`src/rtl/seg_scan_controller.sv`:
```
// rtl/seg_scan_controller.sv - four-digit seven-segment scan controller with blanking and double-buffered data
//
// Purpose:
//   Walks a 2-bit digit index through 0..3, one slot of REFRESH_DIV clocks per digit.
//   The first BLANK_CYCLES clocks of each slot keep every anode off to suppress ghosting;
//   the rest drive the selected anode (active-low) if its digit_en bit is set.
//   The selected nibble of the committed display word goes to the hex decoder.
//   Display data is double-buffered: load captures into a shadow word, which is
//   committed to the active word only at frame boundaries, so a frame never tears.
//
// Ports:
//   clk        in   1   system clock, rising edge
//   rst        in   1   asynchronous active-high reset
//   en         in   1   scan enable; 0 forces all anodes off and parks the scan at idx 0
//   digit_en   in   4   per-digit anode gate
//   load       in   1   strobe: capture data_in into the shadow word
//   data_in    in   16  four hex digits, [3:0] is digit 0 (rightmost)
//   an         out  4   active-low anodes
//   nibble     out  4   nibble of the current digit, 0 when idle
//   digit_idx  out  2   current slot index
//   frame_tick out  1   one-cycle pulse when the index wraps 3->0
//   pending    out  1   shadow holds data not yet committed

module seg_scan_controller #(
    parameter int REFRESH_DIV  = 100000,
    parameter int BLANK_CYCLES = 1000
) (
    input  logic        clk,
    input  logic        rst,
    input  logic        en,
    input  logic [3:0]  digit_en,
    input  logic        load,
    input  logic [15:0] data_in,
    output logic [3:0]  an,
    output logic [3:0]  nibble,
    output logic [1:0]  digit_idx,
    output logic        frame_tick,
    output logic        pending
);

    localparam int            CW      = (REFRESH_DIV > 1) ? $clog2(REFRESH_DIV) : 1;
    localparam logic [CW-1:0] CNT_MAX = CW'(REFRESH_DIV - 1);
    localparam logic [31:0]   BLANK_U = 32'(BLANK_CYCLES);

    typedef enum logic [1:0] {
        IDLE  = 2'd0,
        BLANK = 2'd1,
        DRIVE = 2'd2
    } state_t;

    state_t        state;
    state_t        state_n;
    logic [CW-1:0] cnt;
    logic [CW-1:0] cnt_n;
    logic [1:0]    idx_n;
    logic [3:0]    an_n;
    logic [3:0]    nibble_n;
    logic          tick_n;
    logic          commit;
    logic [15:0]   shadow;
    logic [15:0]   shadow_n;
    logic [15:0]   active;
    logic [15:0]   active_n;
    logic          pending_n;

    // Sequencing: slot counter, digit index and state.
    always_comb begin
        state_n = state;
        cnt_n   = cnt;
        idx_n   = digit_idx;
        commit  = 1'b0;
        tick_n  = 1'b0;

        if (!en) begin
            state_n = IDLE;
            cnt_n   = '0;
            idx_n   = 2'd0;
        end else if (state == IDLE) begin
            // Starting a scan commits any buffered word so the first frame is current.
            cnt_n  = '0;
            idx_n  = 2'd0;
            commit = 1'b1;
        end else if (cnt == CNT_MAX) begin
            cnt_n = '0;
            idx_n = digit_idx + 2'd1;
            if (digit_idx == 2'd3) begin
                commit = 1'b1;
                tick_n = 1'b1;
            end
        end else begin
            cnt_n = cnt + CW'(1);
        end

        // BLANK vs DRIVE follows from the new count, so the outputs below can be
        // computed from next-state values and registered without a cycle of lag.
        if (en) begin
            state_n = (32'(cnt_n) < BLANK_U) ? BLANK : DRIVE;
        end
    end

    // Double buffer. A load coinciding with a commit lands in the shadow while the
    // active word takes the previous shadow contents, leaving pending set.
    always_comb begin
        active_n  = commit ? shadow : active;
        shadow_n  = load ? data_in : shadow;
        pending_n = pending;
        if (commit) begin
            pending_n = 1'b0;
        end
        if (load) begin
            pending_n = 1'b1;
        end
    end

    // Output decode from next-state values.
    always_comb begin
        an_n     = 4'b1111;
        nibble_n = 4'h0;

        if (state_n != IDLE) begin
            case (idx_n)
                2'd0:    nibble_n = active_n[3:0];
                2'd1:    nibble_n = active_n[7:4];
                2'd2:    nibble_n = active_n[11:8];
                default: nibble_n = active_n[15:12];
            endcase
        end

        if (state_n == DRIVE && digit_en[idx_n]) begin
            an_n = ~(4'b0001 << idx_n);
        end
    end

    always_ff @(posedge clk or posedge rst) begin
        if (rst) begin
            state <= IDLE;
        end else begin
            state <= state_n;
        end
    end

    always_ff @(posedge clk or posedge rst) begin
        if (rst) begin
            cnt        <= '0;
            digit_idx  <= 2'd0;
            an         <= 4'b1111;
            nibble     <= 4'h0;
            frame_tick <= 1'b0;
            shadow     <= 16'h0000;
            active     <= 16'h0000;
            pending    <= 1'b0;
        end else begin
            cnt        <= cnt_n;
            digit_idx  <= idx_n;
            an         <= an_n;
            nibble     <= nibble_n;
            frame_tick <= tick_n;
            shadow     <= shadow_n;
            active     <= active_n;
            pending    <= pending_n;
        end
    end

endmodule

```
`config.mk`:
```
export PLATFORM = sky130hd
export DESIGN_NAME = seg_scan_controller
export DESIGN_NICKNAME = d
export VERILOG_FILES = /design/src/rtl/seg_scan_controller.sv
export SDC_FILE = /design/constraint.sdc
export NUM_CORES = 1
export LEC_CHECK = 0
export CORE_UTILIZATION = 45
export CTS_CLUSTER_DIAMETER = 50
export DETAILED_ROUTE_END_ITERATION = 8
export PLACE_DENSITY = 0.72
export SYNTH_ARGS = -nofsm -noshare
export SYNTH_HDL_FRONTEND = slang
export SYNTH_SLANG_ARGS = --single-unit
export TNS_END_PERCENT = 1
```
`constraint.sdc`:
```
create_clock -name clk -period 2.7 [get_ports clk]
set_clock_uncertainty 0.2 [all_clocks]
set_input_delay 0.54 -clock clk [delete_from_list [all_inputs] [get_ports clk]]
set_output_delay 0.54 -clock clk [all_outputs]
set_load 0.05 [all_outputs]
```
# Word-level counts from Yosys, hierarchy flattened
# Index checks and enable logic that the tools add are counted.
[totals] reg_bits=63 inputBits=24 output_inout_bits=12 elab_cells=47
[classes] add_sub_neg=2 n_lt_le_gt_ge=2 eq_ne=5 n_shift=1 mux=22 n_bitwise=1 reduce_logical=5
[ops] cell="$mux W17" count=3
[ops] cell="$add A17 B1 Y17 const B" count=1
[ops] cell="$eq A17 B17 Y1 const B" count=1
[ops] cell="$lt A17 B10 Y1 const B" count=1
[ops] cell="$mux W16" count=1
[ops] cell="$pmux W4 S3" count=1
[ops] cell="$mux W2" count=5
[ops] cell="$mux W1" count=9
[ops] cell="$mux W4" count=2
[ops] cell="$eq A2 B2 Y1 const B" count=3
[ops] cell="$logic_not A2 Y1" count=2
[ops] cell="$not A4 Y4" count=1
[ops] cell="$reduce_bool A2 Y1" count=2
[ops] cell="$shl A1 B2 Y4 const A" count=1
[ops] cell="$lt A2 B3 Y1 const B" count=1
[ops] cell="$add A2 B1 Y2 const B" count=1
[ops] cell="$bmux W1 S2" count=1
[ops] cell="$eq A2 B1 Y1 const B" count=1
[ops] cell="$logic_and A1 B1 Y1" count=1

# Depth between registers and ports, before layout
[depth] word_depth=10 depth_mapped=10 depth_no_buf=9

# Worst setup path after synthesis
# OpenSTA, ideal clock, no wires.
[synth_timing] path_kind="register to register" startpoint="reg cnt[0]" endpoint="reg nibble[2]" setup_time_ps=119 arrival_time_ps=2273 required_ps=2381 setup_slack_ps=108 stages_incl_launch_ff=10 path_buffers=2 period_less_slack_ps=2592 cell_sequence="dfrtp_1 -> ha_1 -> and4_1 -> buf_6 -> nand4b_4 -> o21ai_4 -> buf_8 -> mux2_2 -> mux2_2 -> o21a_1"
[synth_via] elab_cells_between_ends=21 cone_classes="add/sub: 1; order compare: 1; eq/ne: 3; mux: 14; reduce/logical: 2"
[synth_rtl] item="start, declared" line="53" text="logic [CW-1:0] cnt;"
[synth_rtl] item="start signal, assigned" line="153" text="cnt <= cnt_n;"
[synth_rtl] item="$eq A17 B17 Y1" line="83" text="end else if (cnt == CNT_MAX) begin"
[synth_rtl] item="$mux W1" line="83"
[synth_rtl] item="$mux W1" line="78" text="end else if (state == IDLE) begin"
[synth_rtl] item="$mux W1" line="74" text="if (!en) begin"
[synth_rtl] item="$mux W16" line="104" text="active_n = commit ? shadow : active;"
[synth_rtl] item="net active_n[6]" line="63" text="logic [15:0] active_n;"
[synth_rtl] item="$pmux W4 S3" line="121" text="case (idx_n)"
[synth_rtl] item="$mux W4" line="120" text="if (state_n != IDLE) begin"
[synth_rtl] item="net nibble_n[2]" line="57" text="logic [3:0] nibble_n;"
[synth_rtl] item="end signal, assigned" line="156" text="nibble <= nibble_n;"
[synth_rtl] item="end, declared" line="35" text="output logic [3:0] nibble,"
# The timed path passes the listed nets, and every way through them passes these cells.
# A chain may end at the register's enable or synchronous reset.

# Worst setup path in the final report
[layout_timing] startpoint="reg cnt[1]" endpoint="reg nibble[1]"
# Same word-level chain as after synthesis.

==> results.ini <==
[run_status]
run_status = finished, violations left
failed_checks = DRC

[placement]
dp_cells = 373
gp_congestion = 0.8400
place_area_um2 = 3571
numPortBuffers = 35
dp.final_hpwl_mm = 4.434

[drt]
wl_met2_mm = 3.037
wl_per_cell_um = 15.69
ant_nets = 0
drc = 2
drt-met1-wl_mm = 2.670
drt_pass1_iterations = 6
highest_layer = met4
drtIter0Drc = 98
wl_mm = 6.102
route.vias.total = 2102
wl_met3_um = 296
routed_via_density = 5.404

[worst_setup_path]
critPathCaptureType = flip-flop
critical_path_class = reg2reg
r2r_end = nibble[1]
critPathLaunch = cnt[1]
worst-r2r-cell-count = 7
r2r_start = cnt[1]
rrSetupSlack_ns = 0.16
arrival_ns = 2.58
cp.required_ns = 2.74
critPathCapture = nibble[1]
worstPathMaxFanout = 9
startpoint_type = flip-flop

[synth]
synth_seq_area_share = 0.5212
synth_nets = 278
synth_edf_count = 0
synthFlopType = dfrtp_1
ys_seq_elements = 63
synth_area_um2 = 3034
ys_types = 51
synthArstFlopShare = 1.000
yosysWarningCount = 0
avgSynthCellArea_um2 = 12.04
syn_inst = 252

[timing]
period_share = 0.9408
finalSetupViolCount = 0
grt_setup_unrepaired = no
period_needed_ns = 2.540
finalMaxSlewViolations = 0
fin_tns_setup_ns = 0
finalHoldViolCount = 0
tightest_slew_ns = 0.5079
relSlewSlack = 0.6604
fmax_ghz = 0.3937

[clocking]
max-clock-path-buffers = 2
clk_latency_ns = 0.34
cts.sinks = 63
clk_root_buffer_cell = clkbuf_8
cts_buffers = 9
cts_hold_buf = 0
clk_pin_slew_ns = 0.07
cts_resized = 0
htree_num_levels = 3
post-cts-setup-buffers = 0
cts_tree = built

[floorplan]
die_area_um2 = 7075
io_pins = 36
initial_utilization = 0.4724
core_um2 = 6422
rows = 29
die_w_um = 84.12
fp.dieH_um = 84.12

[finish]
postLayoutCoreUtil = 0.5860
n_antenna_cell = 0
areaGrowthSynthToFinish_pct = 24.04
drive_gt1_frac = 0.2756
instances_no_fill = 389
fillerInstances = 516
nets = 333
final_area_um2 = 3764

[global_route]
grt_pass1_wl_mm = 10.58
gr-total-overflow = 0
antenna_found_initial = 0
track_usage = 0.1947
grt_pass1_vias = 2187
grt_max_degree = 45

[pwr]
leakagePower_nw = 1.601
powerDensity_nw_per_um2 = 564.4
irDropWorstVdd_mv = 0.4021

[run]
maxCapViolCount = 0

[hold_path]
hp-class = reg2reg

==> how the worst min path moves through the flow <==
stage | start | cells after the start | slack (ns) | end
finish | active[1] | 2 | 0.29 | active[1]
global route | shadow[15] | 1 | 0.32 | shadow[15]
CTS | active[1] | 2 | 0.29 | active[1]
detailed placement | active[1] | 2 | 0.27 | active[1]
global placement | active[1] | 2 | 0.26 | active[1]
floorplan | active[2] | 2 | 0.25 | active[2]
==> cell usage in the layout, fill, tap and decap left out, drive strengths merged, types with 2 or more instances in the layout <==
| cell type | instances |
|---|---|
| and3 | 5 |
| o21ai | 4 |
| nor3 | 4 |
| inv | 9 |
| clkdlybuf4s50 | 35 |
| nor2 | 24 |
| nand4 | 4 |
| a21oi | 5 |
| or4 | 2 |
| xor2 | 5 |
| buf | 20 |
| mux2 | 32 |
| xnor2 | 11 |
| nor4b | 2 |
| nor2b | 3 |
| mux2i | 9 |
| a31oi | 2 |
| nor4 | 6 |
| o21a | 5 |
| a221oi | 4 |
| nand3 | 10 |
| ha | 2 |
| clkbuf | 12 |
| o211ai | 2 |
| clkinv | 2 |
| dfrtp | 59 |
| nand2 | 14 |
| nand4b | 3 |
| dfstp | 4 |
==> area by class of cell <==
type / count / area [um^2] / area share
flip-flops and latches: 63 / 1582 / 0.4202
multi-input cells: 169 / 1346 / 0.3577
repair buffers: 55 / 513.0 / 0.1363
clock buffers: 12 / 145.1 / 0.03856
well taps: 77 / 96.34 / 0.02560
clock inverters: 4 / 47.55 / 0.01263
inverters: 9 / 33.78 / 0.008976
==> registers in the layout, summed over array words and instances (netlist names) <==
signal,cells
pending,1
digit_idx,2
active,16
cnt,17
state,2
shadow,16
an,4
frame_tick,1
nibble,4
==> metal layers <==
layer | vias to the layer above | track usage
met5 | - | 0
met4 | 0 | 0.06740
met3 | 9 | 0.05935
met2 | 56 | 0.3323
met1 | 1025 | 0.2340
li1 | 1012 | -
==> worst max-delay path: stages, from the launching register on <==
cell	delay [ns]
dfrtp_1	0.38
ha_1	0.17
and4_1	0.35
nand4b_4	0.18
o21ai_4	0.32
mux2_2	0.39
mux2_2	0.28
o21a_1	0.17
==> power breakdown <==
group	switching, mW	leakage, nW	internal [mW]
clock network	0.359	0.0964	0.449
logic	0.121	0.721	0.134
registers	0.0371	0.783	1.02
==> Yosys cell counts, drive strengths merged (5+ instances only) <==
cell type	n	share of area
a21oi	5	0.0095
and3	5	0.010
buf	8	0.020
dfrtp	59	0.49
inv	9	0.011
mux2	32	0.12
mux2i	9	0.034
nand2	14	0.017
nand3	10	0.016
nor2	24	0.033
nor4	6	0.016
o21a	5	0.012
xnor2	11	0.032
xor2	5	0.014
==> kinds of logic (layout without fill, tap and decap cells) <==
group / after synthesis / in the layout / share of synthesized area
AND/OR/NAND/NOR: 82 / 82 / 0.1629
multiplexers: 41 / 41 / 0.1526
AO/OA/AOI/OAI: 28 / 28 / 0.07382
flip-flops: 63 / 63 / 0.5212
buffers and inverters: 20 / 80 / 0.03505
XOR/XNOR: 16 / 16 / 0.04618
adder cells (fa/ha/maj): 2 / 2 / 0.008246
==> metrics by stage <==
step | total power [mW] | worst slack (ns) | hold slack (ns)
3_5_place_dp | 1.338 | -0.01395 | 0.2689
2_1_floorplan | 1.237 | 0.1080 | 0.2464
6_report | 2.124 | 0.1599 | 0.2875
5_1_grt | 2.213 | 0.01373 | 0.3238
4_1_cts | 2.151 | 0.1489 | 0.2859
3_3_place_gp | 1.327 | 0.03527 | 0.2635
No activity file was read; power rests on OpenSTA's default activity.
